## src/rtl/sw_out_arbiter.sv

```systemverilog
// sw_out_arbiter: per-output-port packet arbiter for a 4-input switch.
// Round-robin grant from a rotating priority pointer. A grant is held until
// the owner transfers its eop beat.
// Optional stall watchdog: define SW_ARB_TIMEOUT_EN to revoke a grant after
// TIMEOUT_CYCLES consecutive stalled cycles.
//
// state | meaning
// IDLE  | no owner; arbitrate among req each cycle
// BUSY  | one input port owns the output until eop (or watchdog expiry)
`timescale 1ns/1ps
module sw_out_arbiter #(
  parameter int unsigned TIMEOUT_CYCLES = 255
) (
  input  logic       clk,
  input  logic       reset,
  input  logic [3:0] req,
  input  logic [3:0] valid,
  input  logic [3:0] eop,
  input  logic       suspend,
  output logic [3:0] gnt,
  output logic [1:0] gnt_id,
  output logic       busy,
  output logic       xfer,
  output logic       timeout
);

  typedef enum logic {IDLE = 1'b0, BUSY = 1'b1} state_t;

  state_t     state_q, state_d;
  logic [1:0] ptr_q, ptr_d;
  logic [3:0] gnt_q, gnt_d;
  logic [1:0] gnt_id_q, gnt_id_d;
  logic       timeout_q, timeout_d;
  logic       win_found;
  logic [1:0] win_id;
  logic       xfer_w;
  logic       expire;

  // Reject out-of-range watchdog settings at elaboration.
  if (TIMEOUT_CYCLES < 1 || TIMEOUT_CYCLES > 65535) begin : g_bad_timeout
    $error("sw_out_arbiter: TIMEOUT_CYCLES out of range 1..65535");
  end

  assign xfer_w = (state_q == BUSY) & valid[gnt_id_q] & ~suspend;

  // Round-robin search: first set req bit at or above ptr, wrapping 3->0.
  always_comb begin
    win_found = 1'b0;
    win_id    = ptr_q;
    for (int i = 0; i < 4; i++) begin
      if (!win_found && req[2'(ptr_q + 2'(i))]) begin
        win_found = 1'b1;
        win_id    = 2'(ptr_q + 2'(i));
      end
    end
  end

`ifdef SW_ARB_TIMEOUT_EN
  localparam logic [15:0] TC_LAST = 16'(TIMEOUT_CYCLES - 1);

  logic [15:0] stall_cnt_q, stall_cnt_d;
  logic        stall;

  // A stall is an owned cycle with no beat offered and no back-pressure;
  // suspended cycles neither count nor clear.
  assign stall  = (state_q == BUSY) & ~valid[gnt_id_q] & ~suspend;
  assign expire = stall & (stall_cnt_q == TC_LAST);

  // Stall counter next value: idle keeps it zero so every grant starts fresh.
  always_comb begin
    stall_cnt_d = stall_cnt_q;
    if (state_q == IDLE || xfer_w || expire) begin
      stall_cnt_d = '0;
    end else if (stall) begin
      stall_cnt_d = stall_cnt_q + 16'd1;
    end
  end

  // Stall counter register.
  always_ff @(posedge clk or negedge reset) begin
    if (!reset) stall_cnt_q <= '0;
    else        stall_cnt_q <= stall_cnt_d;
  end
`else
  assign expire = 1'b0;
`endif

  // Next-state and registered-output logic for the IDLE/BUSY FSM.
  always_comb begin
    state_d   = state_q;
    ptr_d     = ptr_q;
    gnt_d     = gnt_q;
    gnt_id_d  = gnt_id_q;
    timeout_d = 1'b0;
    case (state_q)
      IDLE: begin
        if (win_found) begin
          state_d  = BUSY;
          gnt_d    = 4'b0001 << win_id;
          gnt_id_d = win_id;
          ptr_d    = win_id + 2'd1;
        end
      end
      BUSY: begin
        if ((xfer_w && eop[gnt_id_q]) || expire) begin
          state_d   = IDLE;
          gnt_d     = 4'b0000;
          gnt_id_d  = 2'd0;
          timeout_d = expire;
        end
      end
      default: begin
        state_d  = IDLE;
        gnt_d    = 4'b0000;
        gnt_id_d = 2'd0;
      end
    endcase
  end

  // FSM state and output registers; reset drops any grant immediately.
  always_ff @(posedge clk or negedge reset) begin
    if (!reset) begin
      state_q   <= IDLE;
      ptr_q     <= 2'd0;
      gnt_q     <= 4'b0000;
      gnt_id_q  <= 2'd0;
      timeout_q <= 1'b0;
    end else begin
      state_q   <= state_d;
      ptr_q     <= ptr_d;
      gnt_q     <= gnt_d;
      gnt_id_q  <= gnt_id_d;
      timeout_q <= timeout_d;
    end
  end

  assign gnt     = gnt_q;
  assign gnt_id  = gnt_id_q;
  assign busy    = (state_q == BUSY);
  assign xfer    = xfer_w;
  assign timeout = timeout_q;

endmodule

```

## config.mk

```make
export PLATFORM = sky130hd
export DESIGN_NAME = sw_out_arbiter
export DESIGN_NICKNAME = d
export VERILOG_FILES = /design/src/rtl/sw_out_arbiter.sv
export SDC_FILE = /design/constraint.sdc
export NUM_CORES = 1
export LEC_CHECK = 0
export ABC_AREA = 1
export CORE_UTILIZATION = 52
export CTS_BUF_LIST = sky130_fd_sc_hd__clkbuf_4
export CTS_CLUSTER_SIZE = 10
export DETAILED_ROUTE_END_ITERATION = 10
export PLACE_DENSITY = 0.87
export SYNTH_ARGS = -nofsm -noshare
export SYNTH_HDL_FRONTEND = slang
export SYNTH_SLANG_ARGS = --single-unit
```

## constraint.sdc

```tcl
create_clock -name clk -period 3.3 [get_ports clk]
set_clock_uncertainty 0.1 [all_clocks]
set_input_delay 0.33 -clock clk [delete_from_list [all_inputs] [get_ports clk]]
set_output_delay 0.33 -clock clk [all_outputs]
set_load 0.03 [all_outputs]
```

# --- Word-level counts from Yosys, hierarchy flattened ---
# Cells that the tools add are included.
classes:
  reduce_logical: 9
  shift: 1
  n_addsub: 4
  mul: 0
  bitwise: 4
  n_lt_le_gt_ge: 5
  n_eq_ne: 2
  n_mux: 28
  n_div: 0
ops:
  columns: ["cell", "n"]
  rows:
  - ["< comparator 2 x 3 -> 1 bit (second input constant)", 5]
  - ["binary-select mux 1 bit (select 2 bit)", 6]
  - ["two-way mux 1 bit", 12]
  - ["two-way mux 2 bit", 5]
  - ["two-way mux 4 bit", 2]
  - ["case mux 4 bit (2 select lines)", 1]
  - ["adder 2 x 1 -> 2 bit (second input constant)", 2]
  - ["adder 2 bit (second input constant)", 2]
  - ["logical AND 1 bit", 4]
  - ["case mux 2 bit (2 select lines)", 1]
  - ["AND reduction 2 bit", 2]
  - ["<< shifter 1 x 2 -> 4 bit (first input constant)", 1]
  - ["zero test 1 bit", 3]
  - ["bitwise AND 1 bit", 2]
  - ["!= test 2 x 1 -> 1 bit (second input constant)", 1]
  - ["!= test 2 bit (second input constant)", 1]
  - ["NOT 1 bit", 2]
  - ["case mux 1 bit (2 select lines)", 1]
totals:
  word_cells: 57
  rom_bits: 0
  input_bits: 15
  register_bits: 9
  latchBits: 0
  mem_count: 0
  ram_bits: 0

# --- Logic depth before layout (Yosys ltp) ---
# Gate-level depths: netlist (run 1).
logic_depth:
  ltp_word: 15
  depth_mapped: 14

# --- Least setup slack after synthesis (run 1) ---
# No wires, ideal clock.
synth_timing:
  path_kind: "register -> register"
  startpoint: "reg gnt_id_q[0], in the netlist gnt_id[0]"
  endpoint: "reg gnt_id_q[0], in the netlist gnt_id[0]"
  n_path_buf: 0
  stages_incl_launch_ff: 9
  required_ps: 3070
  t_arrival_ps: 1801
  setup_slack_ps: 1269
  path_cell_list: "dfrtp_1 -> inv_1 -> nand2_1 -> nand3_1 -> nand2_1 -> a21oi_1 -> nand2_1 -> nand3_1 -> o21ai_1"
synth_via:
  elab_chain_len: 7
  word_cells_on_any_way: 9
synth_lines:
  columns: ["element", "line_no", "rtl"]
  rows:
  - ["from (decl)", "32", "logic [1:0] gnt_id_q, gnt_id_d;"]
  - ["from (signal assigned)", "132", "gnt_id_q <= gnt_id_d;"]
  - ["binary-select mux 1 bit (select 2 bit)", "44", "assign xfer_w = (state_q == BUSY) & valid[gnt_id_q] & ~suspend;"]
  - ["two-way mux 1 bit (implied by the code)", "44", null]
  - ["bitwise AND 1 bit (2 in a row)", "44", null]
  - ["named net xfer", "23", "output logic xfer,"]
  - ["logical AND 1 bit", "105", "if ((xfer_w && eop[gnt_id_q]) || expire) begin"]
  - ["!= test 2 x 1 -> 1 bit (no line)", null, null]
  - ["AND reduction 2 bit (no line)", null, null]
# The timed path passes the listed nets, and every way through them passes these cells. The select of a mux whose other input is x is not followed.
# A chain may end at the register's enable or synchronous reset.

# --- Final worst setup path (run 1) ---
layout_timing:
  startpoint: "reg gnt_id_q[0], in the netlist gnt_id[0]"
  endpoint: "out xfer"
layout_via:
  elab_chain_len: 4
layout_lines:
  columns: ["element", "line_no"]
  rows:
  - ["binary-select mux 1 bit (select 2 bit)", "44"]
  - ["two-way mux 1 bit (implied by the code)", "44"]
  - ["bitwise AND 1 bit (2 in a row)", "44"]
  - ["to (decl)", "23"]
# Every way passes these cells. The select of a mux whose other input is x is not followed.

==> impl_metrics.json, run 1 <==
{
  "drc": 0,
  "cts-root-buf": "clkbuf_4",
  "via_per_inst": 5.22,
  "cts_tree": "yes",
  "dr.pass1.iters": 4,
  "io_buffer_count": 22,
  "period_share": 0.702,
  "dp_slack_ns": 0.955,
  "synth-compound-area-share": 0.0992,
  "grt_pass1_wl_um": 3220,
  "ioPinCount": 24,
  "synth_top_family_by_area": "simple AND/OR/NAND/NOR gates",
  "setup_viol": 0,
  "setup-tns-final_ns": 0,
  "clk_latency_ns": 0.27,
  "grt-ovfl-total": 0,
  "pwr-share-comb": 0.717,
  "cts_setup_buffers": 0,
  "fill_cells": 105,
  "antenna_found_initial": 0,
  "die_area_mm2": 0.00174,
  "holdBufCountCts": 0,
  "wl_per_cell_um": 11.7,
  "htreeDepth": 1,
  "synth.avg_cell_area_um2": 6.66,
  "design_area_mm2": 0.00107,
  "yosys-top-cells-area": "dfrtp_1 (27%), nand2_1 (25%), nand3_1 (7.9%)",
  "yosys.area_share.simple": 0.470,
  "start_util": 0.593,
  "postRouteAntennaNets": 0,
  "startpoint_type": "flip-flop",
  "die_y_um": 41.7,
  "hold_class": "input pin to async pin",
  "post-route-min-period_ns": 2.32,
  "p_switching_mw": 0.594,
  "synthTopCellsByCount": "nand2_1 (55), nand3_1 (13), dfrtp_1 (9), inv_1 (9), nand2_2 (5)",
  "cellPowerDensity_mw_per_mm2": 1010,
  "grt_max_degree": 12,
  "place_hpwl_um": 1520,
  "final_util": 0.774,
  "coreArea_mm2": 0.00138,
  "cts-buffers-inserted": 3,
  "wl_um": 1890,
  "synth-adder-area-share": 0.0611,
  "drive_gt1_frac": 0.156,
  "clock_sinks": 9,
  "rows": 13,
  "finalWorstSetupSlack_ns": 0.984,
  "internal-power_mw": 0.488,
  "required_ns": 2.87,
  "ctsLongestPathBuffers": 2,
  "muxShareOfSynthArea": 0,
  "status": "finished, final reports clean",
  "grt_usage": 0.237,
  "ctsResizeCount": 0,
  "synth_cell_types": 22,
  "synth-seq-cells": 9,
  "die_w_um": 41.7,
  "arrival_ns": 1.89,
  "synth_cells": 123,
  "clk_pin_slew_ns": 0.06,
  "grt_pass1_vias": 774,
  "n_antenna_cell": 0,
  "fmax_mhz": 432,
  "critPathKind": "flip-flop to output port",
  "async_flop_share": 1.00,
  "synth_sequential_area_ratio": 0.275,
  "power_frac_clock": 0.088,
  "vdd_ir_drop_max_uv": 551,
  "yosysTopAreaCellShare": 0.275,
  "syn_nets": 142,
  "gp_congestion": 0.889,
  "crit_fanout": 7,
  "dpl_cell_area_mm2": 0.00104,
  "area_growth_pct": 30.5,
  "yosysWarnings": 0,
  "swShare": 0.549,
  "synth-xor-area-share": 0,
  "power.leakage_nw": 0.571,
  "drtIter0Drc": 21,
  "finalHoldViolCount": 0,
  "yosys.area.top_type": "dfrtp_1",
  "synth-edff-count": 0,
  "pwr-share-seq": 0.195,
  "synthFlopType": "dfrtp_1",
  "yosysMostFrequentCell": "nand2_1",
  "layout.nets": 167,
  "end_kind": "output port",
  "synth_area_um2": 820,
  "drv_slew": 0,
  "vias": 845,
  "rsz0062_at_grt": "false",
  "maxCapViolCount": 0
}
==> cells by family (layout without fill, tap and decap cells) <==
family | Yosys count | in the layout
compound gates | 10 | 10
fa+ha+maj | 4 | 4
buf+inv | 16 | 40
flops | 9 | 9
other cells | 1 | 1
simple gates | 83 | 83
==> worst max-delay path: stages (launching register included) <==
cell and delay (ns):
dfrtp_1 0.45, inv_1 0.14, nand2_1 0.07, nand3_1 0.07, nand2_1 0.05, a21oi_1 0.15
clkdlybuf4s50_1 0.69
==> through the flow <==
stage	total power, mW	hold WS [ns]	instances
floorplan	0.807	-0.0656	123
global placement	0.961	0.385	158
detailed placement	0.988	0.387	158
CTS	1.09	0.259	162
global route	1.18	0.293	162
finish	1.08	0.262	162
==> path summary, 6_finish.rpt <==
check	cells after the start	slack (ns)	endpoint	start
max	6	0.98	xfer	gnt_id[0]
min	1	0.26	gnt_id[1]	reset
max reg2reg	12	1.02	ptr_q[1]	ptr_q[0]
min reg2reg	2	0.40	gnt[3]	gnt[3]
max in group asynchronous	1	2.54	gnt[3]	reset
min in group clk	2	0.40	gnt[3]	gnt[3]
==> cell usage in the layout, fill, tap and decap left out, drive strengths merged <==
cell type,count
clkbuf,4
dfrtp,9
ha,4
nand2,63
o21ai,7
conb,1
o22ai,1
inv,14
a21oi,2
nor2,4
clkdlybuf4s50,22
nand4,1
nand3,15
==> state kept, by name (all words and copies together), names as in the netlist <==
register / count
gnt_id: 2
gnt: 4
busy: 1
ptr_q: 2
==> power groups by stage <==
stage                     combinational, mW  clock [mW]  sequential, mW
after floorplan                       0.548           0           0.259
after global placement                0.749           0           0.212
after detailed placement              0.775           0           0.212
after CTS                             0.780      0.0988           0.210
after global routing                  0.857       0.104           0.219
final                                 0.776      0.0949           0.212
==> metal layers <==
metal | track usage | wire length (um) | part of all wire
met3 | 0.0609 | 114 | 0.060
met4 | 0.0387 | 11 | 0.0058
met5 | 0 | 0 | 0
met1 | 0.275 | 805 | 0.43
met2 | 0.438 | 956 | 0.51
==> final cells by class <==
type                    instances  area, um2  share of cell area
clock buffers                   4       30.0              0.0281
inverters                      14       55.1              0.0515
multi-input cells              98        520               0.487
flip-flops and latches          9        225               0.211
well taps                      15       18.8              0.0175
repair buffers                 22        220               0.206
No activity file was read; power rests on OpenSTA's default activity.
==> run 2: changes to the inputs <==
--- a/config.mk
+++ b/config.mk
@@ -6,11 +6,11 @@
 export NUM_CORES = 1
 export LEC_CHECK = 0
 export ABC_AREA = 1
-export CORE_UTILIZATION = 52
+export CORE_UTILIZATION = 48
 export CTS_BUF_LIST = sky130_fd_sc_hd__clkbuf_4
 export CTS_CLUSTER_SIZE = 10
 export DETAILED_ROUTE_END_ITERATION = 10
-export PLACE_DENSITY = 0.87
+export PLACE_DENSITY = 0.81
 export SYNTH_ARGS = -nofsm -noshare
 export SYNTH_HDL_FRONTEND = slang
 export SYNTH_SLANG_ARGS = --single-unit
==> constraint.sdc (replaced) <==
create_clock -name clk -period 2.24 [get_ports clk]
set_clock_uncertainty 0.1 [all_clocks]
set_input_delay 0.224 -clock clk [delete_from_list [all_inputs] [get_ports clk]]
set_output_delay 0.224 -clock clk [all_outputs]
set_load 0.03 [all_outputs]
==> impl_metrics.json, run 2 (synthesis results as in run 1) <==
{
  "status": "finished, violations left",
  "cts_tree": "yes",
  "startpoint_type": "flip-flop",
  "drv_slew": 0,
  "cellPowerDensity_mw_per_mm2": 1500,
  "area_growth_pct": 33.9,
  "grt-ovfl-total": 0,
  "post-route-min-period_ns": 2.09,
  "cp_slowest_cell": "dfrtp_2",
  "grt_pass1_wl_um": 3190,
  "slowest_delay_ns": 0.45,
  "cts-root-buf": "clkbuf_4",
  "start_util": 0.526,
  "internal-power_mw": 0.763,
  "critPathKind": "flip-flop to flip-flop",
  "pwr-share-seq": 0.186,
  "gp_congestion": 0.857,
  "wl_per_cell_um": 11.0,
  "period_share": 0.934,
  "dr.pass1.iters": 7,
  "p_switching_mw": 0.886,
  "maxCapViolCount": 0,
  "htreeDepth": 1,
  "drc": 6,
  "hold_class": "input pin to async pin",
  "die_y_um": 43.3,
  "holdBufCountCts": 0,
  "die_w_um": 43.3,
  "fill_cells": 133,
  "cp.buffers_inverters": 2,
  "r2r_cells": 12,
  "ioPinCount": 24,
  "fmax_mhz": 478,
  "setup-tns-final_ns": 0,
  "grt_pass1_vias": 818,
  "design_area_mm2": 0.00110,
  "io_buffer_count": 22,
  "place_hpwl_um": 1450,
  "final_cell_mix": "nand2_1 (53), clkdlybuf4s50_1 (21), nand3_1 (13)",
  "path_depth": 12,
  "path_cells": "buf_4 > nand2_1 > nand3_1 > nand2_2 > nand3_1 > nand3_1 > nand3_1 > nand2_2 > inv_1 > ha_1 > nand2_1 > o21ai_2",
  "rsz0062_at_grt": "true",
  "largest_reg_flops": 4,
  "pwr-share-comb": 0.733,
  "rows": 14,
  "power_frac_clock": 0.081,
  "cts-buffers-inserted": 3,
  "final_util": 0.704,
  "drtIter0Drc": 16,
  "arrival_ns": 2.14,
  "n_antenna_cell": 0,
  "finalWorstSetupSlack_ns": 0.149,
  "drive_gt1_frac": 0.188,
  "coreArea_mm2": 0.00156,
  "ctsLongestPathBuffers": 2,
  "mostFrequentLayoutCell": "nand2_1",
  "setup_viol": 0,
  "vias": 857,
  "finalHoldViolCount": 0,
  "die_area_mm2": 0.00188,
  "antenna_found_initial": 0,
  "clk_pin_slew_ns": 0.06,
  "required_ns": 2.29,
  "power.leakage_nw": 0.595,
  "dpl_cell_area_mm2": 0.00106,
  "dp_slack_ns": 0.00227,
  "violations": "DRC",
  "grt_usage": 0.220,
  "wl_um": 1820,
  "grt_max_degree": 11,
  "swShare": 0.537,
  "path_delay_family": "simple AND/OR/NAND/NOR gates",
  "clock_sinks": 9,
  "clk_latency_ns": 0.25,
  "rrSetupSlack_ns": 0.15,
  "vdd_ir_drop_max_uv": 879,
  "postRouteAntennaNets": 0,
  "end_kind": "flip-flop",
  "crit_fanout": 6,
  "crit_path_frequent_cell": "nand3_1",
  "via_per_inst": 5.19,
  "layout.nets": 169
}
[run 2: per-layer routing]
| metal | GRT usage | part of all wire |
|---|---|---|
| met2 | 0.388 | 0.52 |
| met3 | 0.0511 | 0.053 |
| met5 | 0 | 0 |
| met4 | 0.0188 | 0 |
| met1 | 0.283 | 0.43 |
[run 2: area by class of cell]
class	instances	area, um2	share of cell area
sequential	9	226	0.206
timing repair buffer	24	238	0.217
multi-input combinational	98	526	0.479
tap	16	20.0	0.0182
inverter	14	57.6	0.0525
clock buffer	4	30.0	0.0274
[run 2: path summary, 6_finish.rpt]
kind	startpoint	to
worst max-delay path	ptr_q[0]	ptr_q[1]
worst min-delay path	reset	gnt[0]
worst max register to register	ptr_q[0]	ptr_q[1]
worst min register to register	gnt[0]	gnt[0]
max in group asynchronous	reset	ptr_q[0]
min in group clk	gnt[0]	gnt[0]
[run 2: power groups by stage]
stage / logic [mW] / registers [mW] / clock network, mW
finish: 1.21 / 0.307 / 0.133
global route: 1.35 / 0.317 / 0.144
CTS: 1.20 / 0.301 / 0.137
detailed placement: 1.19 / 0.304 / 0
global placement: 1.16 / 0.301 / 0
floorplan: 0.807 / 0.382 / 0
[run 2: through the flow]
step / instances / hold WS, ns / total power, mW
2_1_floorplan: 123 / -0.172 / 1.19
3_3_place_gp: 161 / 0.387 / 1.46
3_5_place_dp: 161 / 0.387 / 1.50
4_1_cts: 165 / 0.179 / 1.64
5_1_grt: 165 / 0.209 / 1.81
6_report: 165 / 0.166 / 1.65
[run 2: timing repair]
item | 4_1_cts | 5_1_grt
hold endpoints to repair | 0 | 0
setup buffers | 0 | 0
gates resized for setup | 0 | 5
setup endpoints to repair | 0 | 3
==> run 3: changes to the inputs <==
--- a/config.mk
+++ b/config.mk
@@ -11,6 +11,7 @@
 export CTS_CLUSTER_SIZE = 10
 export DETAILED_ROUTE_END_ITERATION = 10
 export PLACE_DENSITY = 0.81
+export SKIP_CTS_REPAIR_TIMING = 1
 export SYNTH_ARGS = -nofsm -noshare
 export SYNTH_HDL_FRONTEND = slang
 export SYNTH_SLANG_ARGS = --single-unit
==> results of run 3 <==
Same layout as run 2: the final DEF is identical, and so are final timing and power.
